--- config.mk ---
export PLATFORM = sky130hd
export DESIGN_NAME = prog_mem
export DESIGN_NICKNAME = d
export VERILOG_FILES = /design/src/rtl/prog_mem.sv
export SDC_FILE = /design/constraint.sdc
export NUM_CORES = 1
export LEC_CHECK = 0
export CAP_MARGIN = 20
export CORE_MARGIN = 5
export CORE_UTILIZATION = 59
export DETAILED_ROUTE_END_ITERATION = 10
export PLACE_DENSITY_LB_ADDON = 0.05
export SETUP_SLACK_MARGIN = 0.3
export SLEW_MARGIN = 20
export SYNTH_ARGS = -nofsm -noshare
export SYNTH_HDL_FRONTEND = slang
export SYNTH_SLANG_ARGS = --single-unit
--- constraint.sdc ---
create_clock -name clk -period 3.3 [get_ports clk]
set_clock_uncertainty 0.1 [all_clocks]
set_input_delay 0.495 -clock clk [delete_from_list [all_inputs] [get_ports clk]]
set_output_delay 0.495 -clock clk [all_outputs]
set_load 0.05 [all_outputs]
--- src/rtl/prog_mem.sv ---
// -----------------------------------------------------------------------------
// prog_mem -- loadable program memory with a registered read port.
//
// A small flop-based instruction store. Words are streamed in through a
// ready/valid load channel controlled by a three-state FSM (IDLE/LOAD/DONE).
// Reads are only served while the FSM is idle and return data one cycle
// after rd_en.
//
// Parameters
//   DATA_W  instruction word width
//   ADDR_W  address / load-length width
//   DEPTH   number of implemented words (1 .. 2**ADDR_W)
//   FILL    value returned for unwritten or unimplemented locations
//
// Ports
//   clk          clock; all state changes on its rising edge
//   rst          synchronous active-high reset; overrides every other input
//   address      read address
//   rd_en        read request (honoured in IDLE only)
//   instruction  registered read data; holds when no read is served
//   instr_valid  instruction was refreshed by last cycle's accepted read
//   ld_start     one-cycle pulse starting a load (honoured in IDLE only)
//   ld_len       number of words in the load, sampled with ld_start
//   ld_data      load word
//   ld_valid     ld_data is valid
//   ld_ready     high in LOAD; a word is taken when ld_valid & ld_ready
//   ld_done      one-cycle pulse (the DONE state) when a load completes
//   busy         high whenever the FSM is not IDLE
//   checksum     running XOR of accepted load words
//
// Build option
//   PROG_MEM_CHECKSUM_EN  when defined, checksum is a register that clears
//                         on an accepted ld_start and XORs in every accepted
//                         word (including ones beyond DEPTH). When undefined,
//                         checksum is tied to 0 and no register exists.
// -----------------------------------------------------------------------------
module prog_mem #(
  parameter int                 DATA_W = 6,
  parameter int                 ADDR_W = 8,
  parameter int                 DEPTH  = 16,
  parameter logic [DATA_W-1:0]  FILL   = '1
) (
  input  logic              clk,
  input  logic              rst,
  input  logic [ADDR_W-1:0] address,
  input  logic              rd_en,
  output logic [DATA_W-1:0] instruction,
  output logic              instr_valid,
  input  logic              ld_start,
  input  logic [ADDR_W-1:0] ld_len,
  input  logic [DATA_W-1:0] ld_data,
  input  logic              ld_valid,
  output logic              ld_ready,
  output logic              ld_done,
  output logic              busy,
  output logic [DATA_W-1:0] checksum
);

  // One extra bit on the pointer so DEPTH == 2**ADDR_W compares cleanly and
  // the post-increment after the final word never wraps.
  localparam int PTR_W = ADDR_W + 1;
  localparam int IDX_W = (DEPTH > 1) ? $clog2(DEPTH) : 1;

  typedef enum logic [1:0] {
    IDLE = 2'd0,
    LOAD = 2'd1,
    DONE = 2'd2
  } state_t;

  state_t            state_q, state_d;
  logic [ADDR_W-1:0] len_q, len_d;
  logic [PTR_W-1:0]  ptr_q, ptr_d;
  logic [DATA_W-1:0] mem_q [DEPTH];
  logic [DATA_W-1:0] instr_q, instr_d;
  logic              vld_q, vld_d;

  logic              start_acc;
  logic              accept;
  logic              last_word;
  logic              wr_en;
  logic [IDX_W-1:0]  wr_idx;
  logic              rd_hit;
  logic [IDX_W-1:0]  rd_idx;

  // ---------------------------------------------------------------------------
  // Load-channel handshake decode
  // ---------------------------------------------------------------------------
  assign start_acc = (state_q == IDLE) && ld_start;
  assign accept    = (state_q == LOAD) && ld_valid;
  assign last_word = accept && ((ptr_q + PTR_W'(1)) == {1'b0, len_q});

  // Words past the implemented depth are consumed but dropped.
  assign wr_en  = accept && (ptr_q < PTR_W'(DEPTH));
  assign wr_idx = ptr_q[IDX_W-1:0];

  // Reads outside the implemented depth return FILL.
  assign rd_hit = {1'b0, address} < PTR_W'(DEPTH);
  assign rd_idx = address[IDX_W-1:0];

  // ---------------------------------------------------------------------------
  // FSM: state register
  // ---------------------------------------------------------------------------
  always_ff @(posedge clk) begin
    if (rst) begin
      state_q <= IDLE;
      len_q   <= '0;
      ptr_q   <= '0;
    end else begin
      state_q <= state_d;
      len_q   <= len_d;
      ptr_q   <= ptr_d;
    end
  end

  // ---------------------------------------------------------------------------
  // FSM: next state, length capture and write pointer
  // ---------------------------------------------------------------------------
  always_comb begin
    state_d = state_q;
    len_d   = len_q;
    ptr_d   = ptr_q;
    unique case (state_q)
      IDLE: begin
        if (ld_start) begin
          len_d   = ld_len;
          ptr_d   = '0;
          // A zero-length load has nothing to wait for.
          state_d = (ld_len == '0) ? DONE : LOAD;
        end
      end
      LOAD: begin
        if (accept) begin
          ptr_d = ptr_q + PTR_W'(1);
          if (last_word) state_d = DONE;
        end
      end
      DONE: begin
        state_d = IDLE;
      end
      default: begin
        state_d = IDLE;
      end
    endcase
  end

  // ---------------------------------------------------------------------------
  // Storage array. Kept in flops because reset must restore every word.
  // ---------------------------------------------------------------------------
  always_ff @(posedge clk) begin
    if (rst) begin
      for (int i = 0; i < DEPTH; i++) mem_q[i] <= FILL;
    end else if (wr_en) begin
      mem_q[wr_idx] <= ld_data;
    end
  end

  // ---------------------------------------------------------------------------
  // Read port: served only while idle so a read never observes a load
  // half-way through. Data holds whenever no read is served.
  // ---------------------------------------------------------------------------
  always_comb begin
    instr_d = instr_q;
    vld_d   = 1'b0;
    if ((state_q == IDLE) && rd_en) begin
      instr_d = rd_hit ? mem_q[rd_idx] : FILL;
      vld_d   = 1'b1;
    end
  end

  always_ff @(posedge clk) begin
    if (rst) begin
      instr_q <= FILL;
      vld_q   <= 1'b0;
    end else begin
      instr_q <= instr_d;
      vld_q   <= vld_d;
    end
  end

  // ---------------------------------------------------------------------------
  // Optional load checksum
  // ---------------------------------------------------------------------------
`ifdef PROG_MEM_CHECKSUM_EN
  logic [DATA_W-1:0] csum_q, csum_d;

  always_comb begin
    csum_d = csum_q;
    if (start_acc)   csum_d = '0;
    else if (accept) csum_d = csum_q ^ ld_data;
  end

  always_ff @(posedge clk) begin
    if (rst) csum_q <= '0;
    else     csum_q <= csum_d;
  end

  assign checksum = csum_q;
`else
  // start_acc only feeds the checksum; keep it referenced so the default
  // build carries no dangling signal.
  logic unused_start_acc;
  assign unused_start_acc = start_acc;
  assign checksum         = '0;
`endif

  // ---------------------------------------------------------------------------
  // Outputs
  // ---------------------------------------------------------------------------
  assign instruction = instr_q;
  assign instr_valid = vld_q;
  assign ld_ready    = (state_q == LOAD);
  assign ld_done     = (state_q == DONE);
  assign busy        = (state_q != IDLE);

endmodule

Word-level counts from Yosys, hierarchy flattened
Memory sizes are Yosys's and may differ from the RTL's.
Cells that the tools add are included.

storage, ports and cells
  RAM bits = 96
  memories kept = 1
  input port bits = 27
  output and inout port bits = 16
  word-level logic and storage cells = 45
  bits in registers = 26

cells by class
  eq/ne operators = 6
  reductions and logical operators = 12
  muxes and demuxes = 18
  add/sub/neg operators = 1
  magnitude comparators = 2

memory list
  name   depth  bits a word  rd ports  clocked after memory_dff  wr ports  RTL line  source
  mem_q  16     6            1         0                         16        73        logic [DATA_W-1:0] mem_q [DEPTH];

operators by type and width
  operator                                                                  number
  9-bit 2-to-1 mux                                                          2
  9-bit case mux with 2 select lines                                        1
  6-bit 2-to-1 mux                                                          2
  9-bit by 1-bit adder with 9-bit output (second input constant)            1
  9-bit by 8-bit equality test with 1-bit output                            1
  9-bit by 5-bit < comparator with 1-bit output (second input constant)     1
  8-bit zero test                                                           1
  8-bit by 5-bit < comparator with 1-bit output (second input constant)     1
  2-bit 2-to-1 mux                                                          4
  1-bit 2-to-1 mux                                                          7
  3-bit AND reduction                                                       2
  6-bit OR reduction                                                        1
  1-bit logical AND                                                         4
  4-bit 2-to-1 mux                                                          1
  2-bit by 1-bit inequality test with 1-bit output (second input constant)  2
  2-bit case mux with 2 select lines                                        1
  2-bit nonzero test                                                        2
  2-bit by 1-bit equality test with 1-bit output (second input constant)    1
  2-bit equality test (second input constant)                               1
  2-bit zero test                                                           1
  2-bit inequality test (second input constant)                             1
  2-bit AND reduction                                                       1

Logic depth before layout (Yosys ltp)
  depth after elaboration = 8
  depth in mapped cells = 7
  mapped depth without buffers = 6

Least setup slack after synthesis
No wires, ideal clock.

  path kind = in2reg
  start point = in address[0]
  end point = reg instr_q[2] (netlist: instruction[2])
  data arrival time = 2.284 ns
  required time = 3.082 ns
  setup slack = 0.798 ns
  stages on the path = 5
  setup time = 0.118 ns
  path through = clkbuf_1 > buf_2 > mux4_2 > mux4_2 > o22a_1

on the way
  word-level cells in the longest chain between the ends = 2

RTL lines
  what                                                                                       RTL line  source
  from (decl)                                                                                45        input logic [ADDR_W-1:0] address,
  8-bit by 5-bit < comparator with 1-bit output / memory 16 x 6 bit (equally long branches)  --
  6-bit 2-to-1 mux (*)                                                                       165       instr_d = rd_hit ? mem_q[rd_idx] : FILL;
  to (signal assigned)                                                                       175       instr_q <= instr_d;
  to (decl)                                                                                  74        logic [DATA_W-1:0] instr_q, instr_d;

Every way passes the cells marked *; elsewhere a longest branch is shown, timed or not.
A chain may end at the register's enable or synchronous reset.

Final worst setup path
  start point = reg state_q[0]
  end point = out ld_ready

on the way
  word-level cells in the longest chain between the ends = 1

RTL lines
  what                                            RTL line  source
  from (decl)                                     70        state_t state_q, state_d;
  from (signal assigned)                          109       state_q <= state_d;
  2-bit by 1-bit equality test with 1-bit output  211       assign ld_ready = (state_q == LOAD);
  to (decl)                                       53        output logic ld_ready,

Every way passes these cells.

==> run metrics <==
status complete, no violations; hold depth 1; vias in the first global route 3801; largest family of logic cells by synthesized area simple AND/OR/NAND/NOR gates; post-cts sizing count 0; Vias around 3.8k; post-synthesis mux area share 0.129; Setup crit end kind output port; max-slew violations 0; Hold-fix buffers, CTS 0; VDD IR max between 300 and 400 uV; Worst-Skew Late Latency around 0.53 ns; commonest non-fill, non-tap cells in the layout edfxtp_1 (96), or3_1 (70), clkdlybuf4s50_1 (36), mux4_2 (30), dfxtp_1 (26); nets@finish between 500 and 600; RSZ-0062 raised after global routing false; Syn Area/Cell approximately 13 um2; Net Switching around 0.94 mW; P&R area growth vs syn 18.8%; clock share of power 0.488; I/O pin count 43; Core Box Area approximately 9800 um2; Net Sw Frac 0.236; cell count after synthesis between 400 and 500; GPL Wtd Cong approximately 0.84; Worst Setup SP state_q[0]; Clk pin slew, worst setup/hold paths approximately 0.060 ns; Hold Crit Class flip-flop to flip-flop; layout cells sized above 1 0.190; Seq pwr share 0.426; setup slack after placement approximately 0.26 ns; number of synthesized flops with an enable pin 96; Worst slew margin 0.458; TritonCTS buffer count 17; cell area after synthesis just under 6000 um2; global-route wire length before repair roughly 21 mm; Setup TNS 0 ns; WHS Endpoint instruction[1]; 1st-iter DRT viols just over 300; simple-gate share of the synthesized area 0.182; crit start category flip-flop; IO buf count 36; max_cap viols 0; slew at the pin with the worst max-slew slack between 0.8 and 0.9 ns; P_leak 1.94 nW; DR WL/cell 21.0 um; post-synth top area share 0.485; met1 global-route usage 0.290; r2r setup slk around 0.65 ns; DRC 0; sequential share of the synthesized area 0.572; DP Wirelength between 9 and 10 mm; CTS Sinks 122; top cells by area, synth edfxtp_1 (48%), mux4_2 (11%), dfxtp_1 (8.8%); CTS H-tree lvls 4; largest area contributor in the netlist edfxtp_1; worst r2r dst mem_q[1][3]; fraction of registers with async set/reset 0; ant diodes 0; ANT nets after route 0; final setup vio count 0; Die ar. 12200 um2; Die Wd between 100 and 150 um; f_max 0.374 GHz; Pwr Density ~560 nW/um2; Int Pwr around 3 mW; Synth Area in Compound Gates 0.0570; worst setup path category flip-flop to output port; min cycle time layout between 2 and 3 ns; routed wire length approximately 13 mm; met2 Use GR 0.364; row count 36; Root Buffer clkbuf_8; flops & latches, synth between 100 and 150; drt first pass iters 5; Ys Warns 0; Gate power share 0.087; initial antenna violation count 1; gr busiest metal met2; Total GRT Usage 0.226; Bufs on Longest Clock Path 2; final hold violations 0; Final Worst Setup Slack 0.623 ns; CP required ~2.7 ns; worst r2r path cells 6; synth unique cells between 40 and 50; Initial Util 0.606; r2r startpoint ptr_q[6]; largest net degree at the start of global routing 39; worst-path fanout max 8; grt ovf 0; Synth Flop Type edfxtp_1; vias per cell just over 6; Critical Path AT between 2 and 2.5 ns; xor and xnor area share after synthesis 0.0147; area share of fa/ha/maj cells after synthesis 0.00841; Die H 110 um; post-route clock period utilization 0.811; commonest non-fill, non-tap cell in the layout edfxtp_1; Hold Path Origin instruction[1]; total setup buffers inserted after CTS 0; fill count 670; CTS tree done; met3 Use GR 0.0717
## metal layers
metal / share of wire / vias up
met2: 0.49 / 161
li1: - / 1779
met3: 0.076 / 24
met1: 0.41 / 1863
met4: 0.018 / 2
met5: 0.0015 / -
## synth_stat cells (all sizes together) (3+ instances only)
library cell  number
edfxtp            96
or3               70
clkbuf            32
mux4              30
dfxtp             26
nand2b            25
nor2              20
buf               14
nand2             12
a21oi             11
o21bai            11
or2               10
mux2i              9
o21ai              8
nor3               6
o22a               6
xnor2              6
inv                5
nand3b             5
nor4               5
or2b               5
a31oi              4
ha                 4
nand3              4
xor2               4
and2               3
or4                3
## state kept, by name, indices dropped and copies added, names as in the netlist
signal / flops
mem_q: 96
ptr_q: 9
len_q: 8
instruction: 6
state_q: 2
instr_valid: 1
## per-stage QoR
step / cell area, um2 / utilization / power, mW / hold WS (ns) / std cells
CTS: 7060 / 0.719 / 4.02 / 0.387 / 632
global placement: 6430 / 0.655 / 2.07 / 0.346 / 600
floorplan: 5970 / - / 1.96 / 0.381 / 460
detailed placement: 6430 / 0.655 / 2.08 / 0.372 / 600
global route: 7060 / 0.719 / 4.12 / 0.411 / 632
finish: 7060 / 0.719 / 3.99 / 0.384 / 632
## worst max path at each step
stage	to	slack, ns	depth (start not counted)
global placement	mem_q[8][0]	0.28	6
detailed placement	mem_q[7][3]	0.26	5
CTS	ld_ready	0.60	2
global route	mem_q[1][5]	0.49	6
finish	ld_ready	0.62	2
floorplan	instruction[2]	0.80	5
## worst max-delay path, cell delays in order, from the launching register on
cell	delay (ns)
dfxtp_1	0.46
nor2b_1	0.25
clkdlybuf4s50_1	0.85
## layout make-up
type                    count  area, um2  area share
inverters                   5       18.8     0.00266
flip-flops and latches    122       3400       0.482
well taps                 133        166      0.0236
clock buffers              17        414      0.0586
multi-input cells         287       2350       0.332
repair buffers             53        500      0.0708
clock inverters            15        215      0.0305
## cell families after synthesis
logic type                 after synthesis
AOI/OAI and AO/OA                       50
xor gates and xnor gates                10
adders and majority gates                4
buffers and inverters                   51
DFF                                    122
muxes                                   39
other                                    1
and+or+nand+nor                        178
## power groups by stage
| stage | logic (mW) | clock network, mW | registers (mW) |
|---|---|---|---|
| floorplan | 0.231 | 0 | 1.72 |
| global placement | 0.342 | 0 | 1.73 |
| detailed placement | 0.347 | 0 | 1.73 |
| CTS | 0.349 | 1.97 | 1.70 |
| global route | 0.375 | 2.05 | 1.70 |
| finish | 0.346 | 1.94 | 1.70 |
Power figures use the tool's default switching activity.
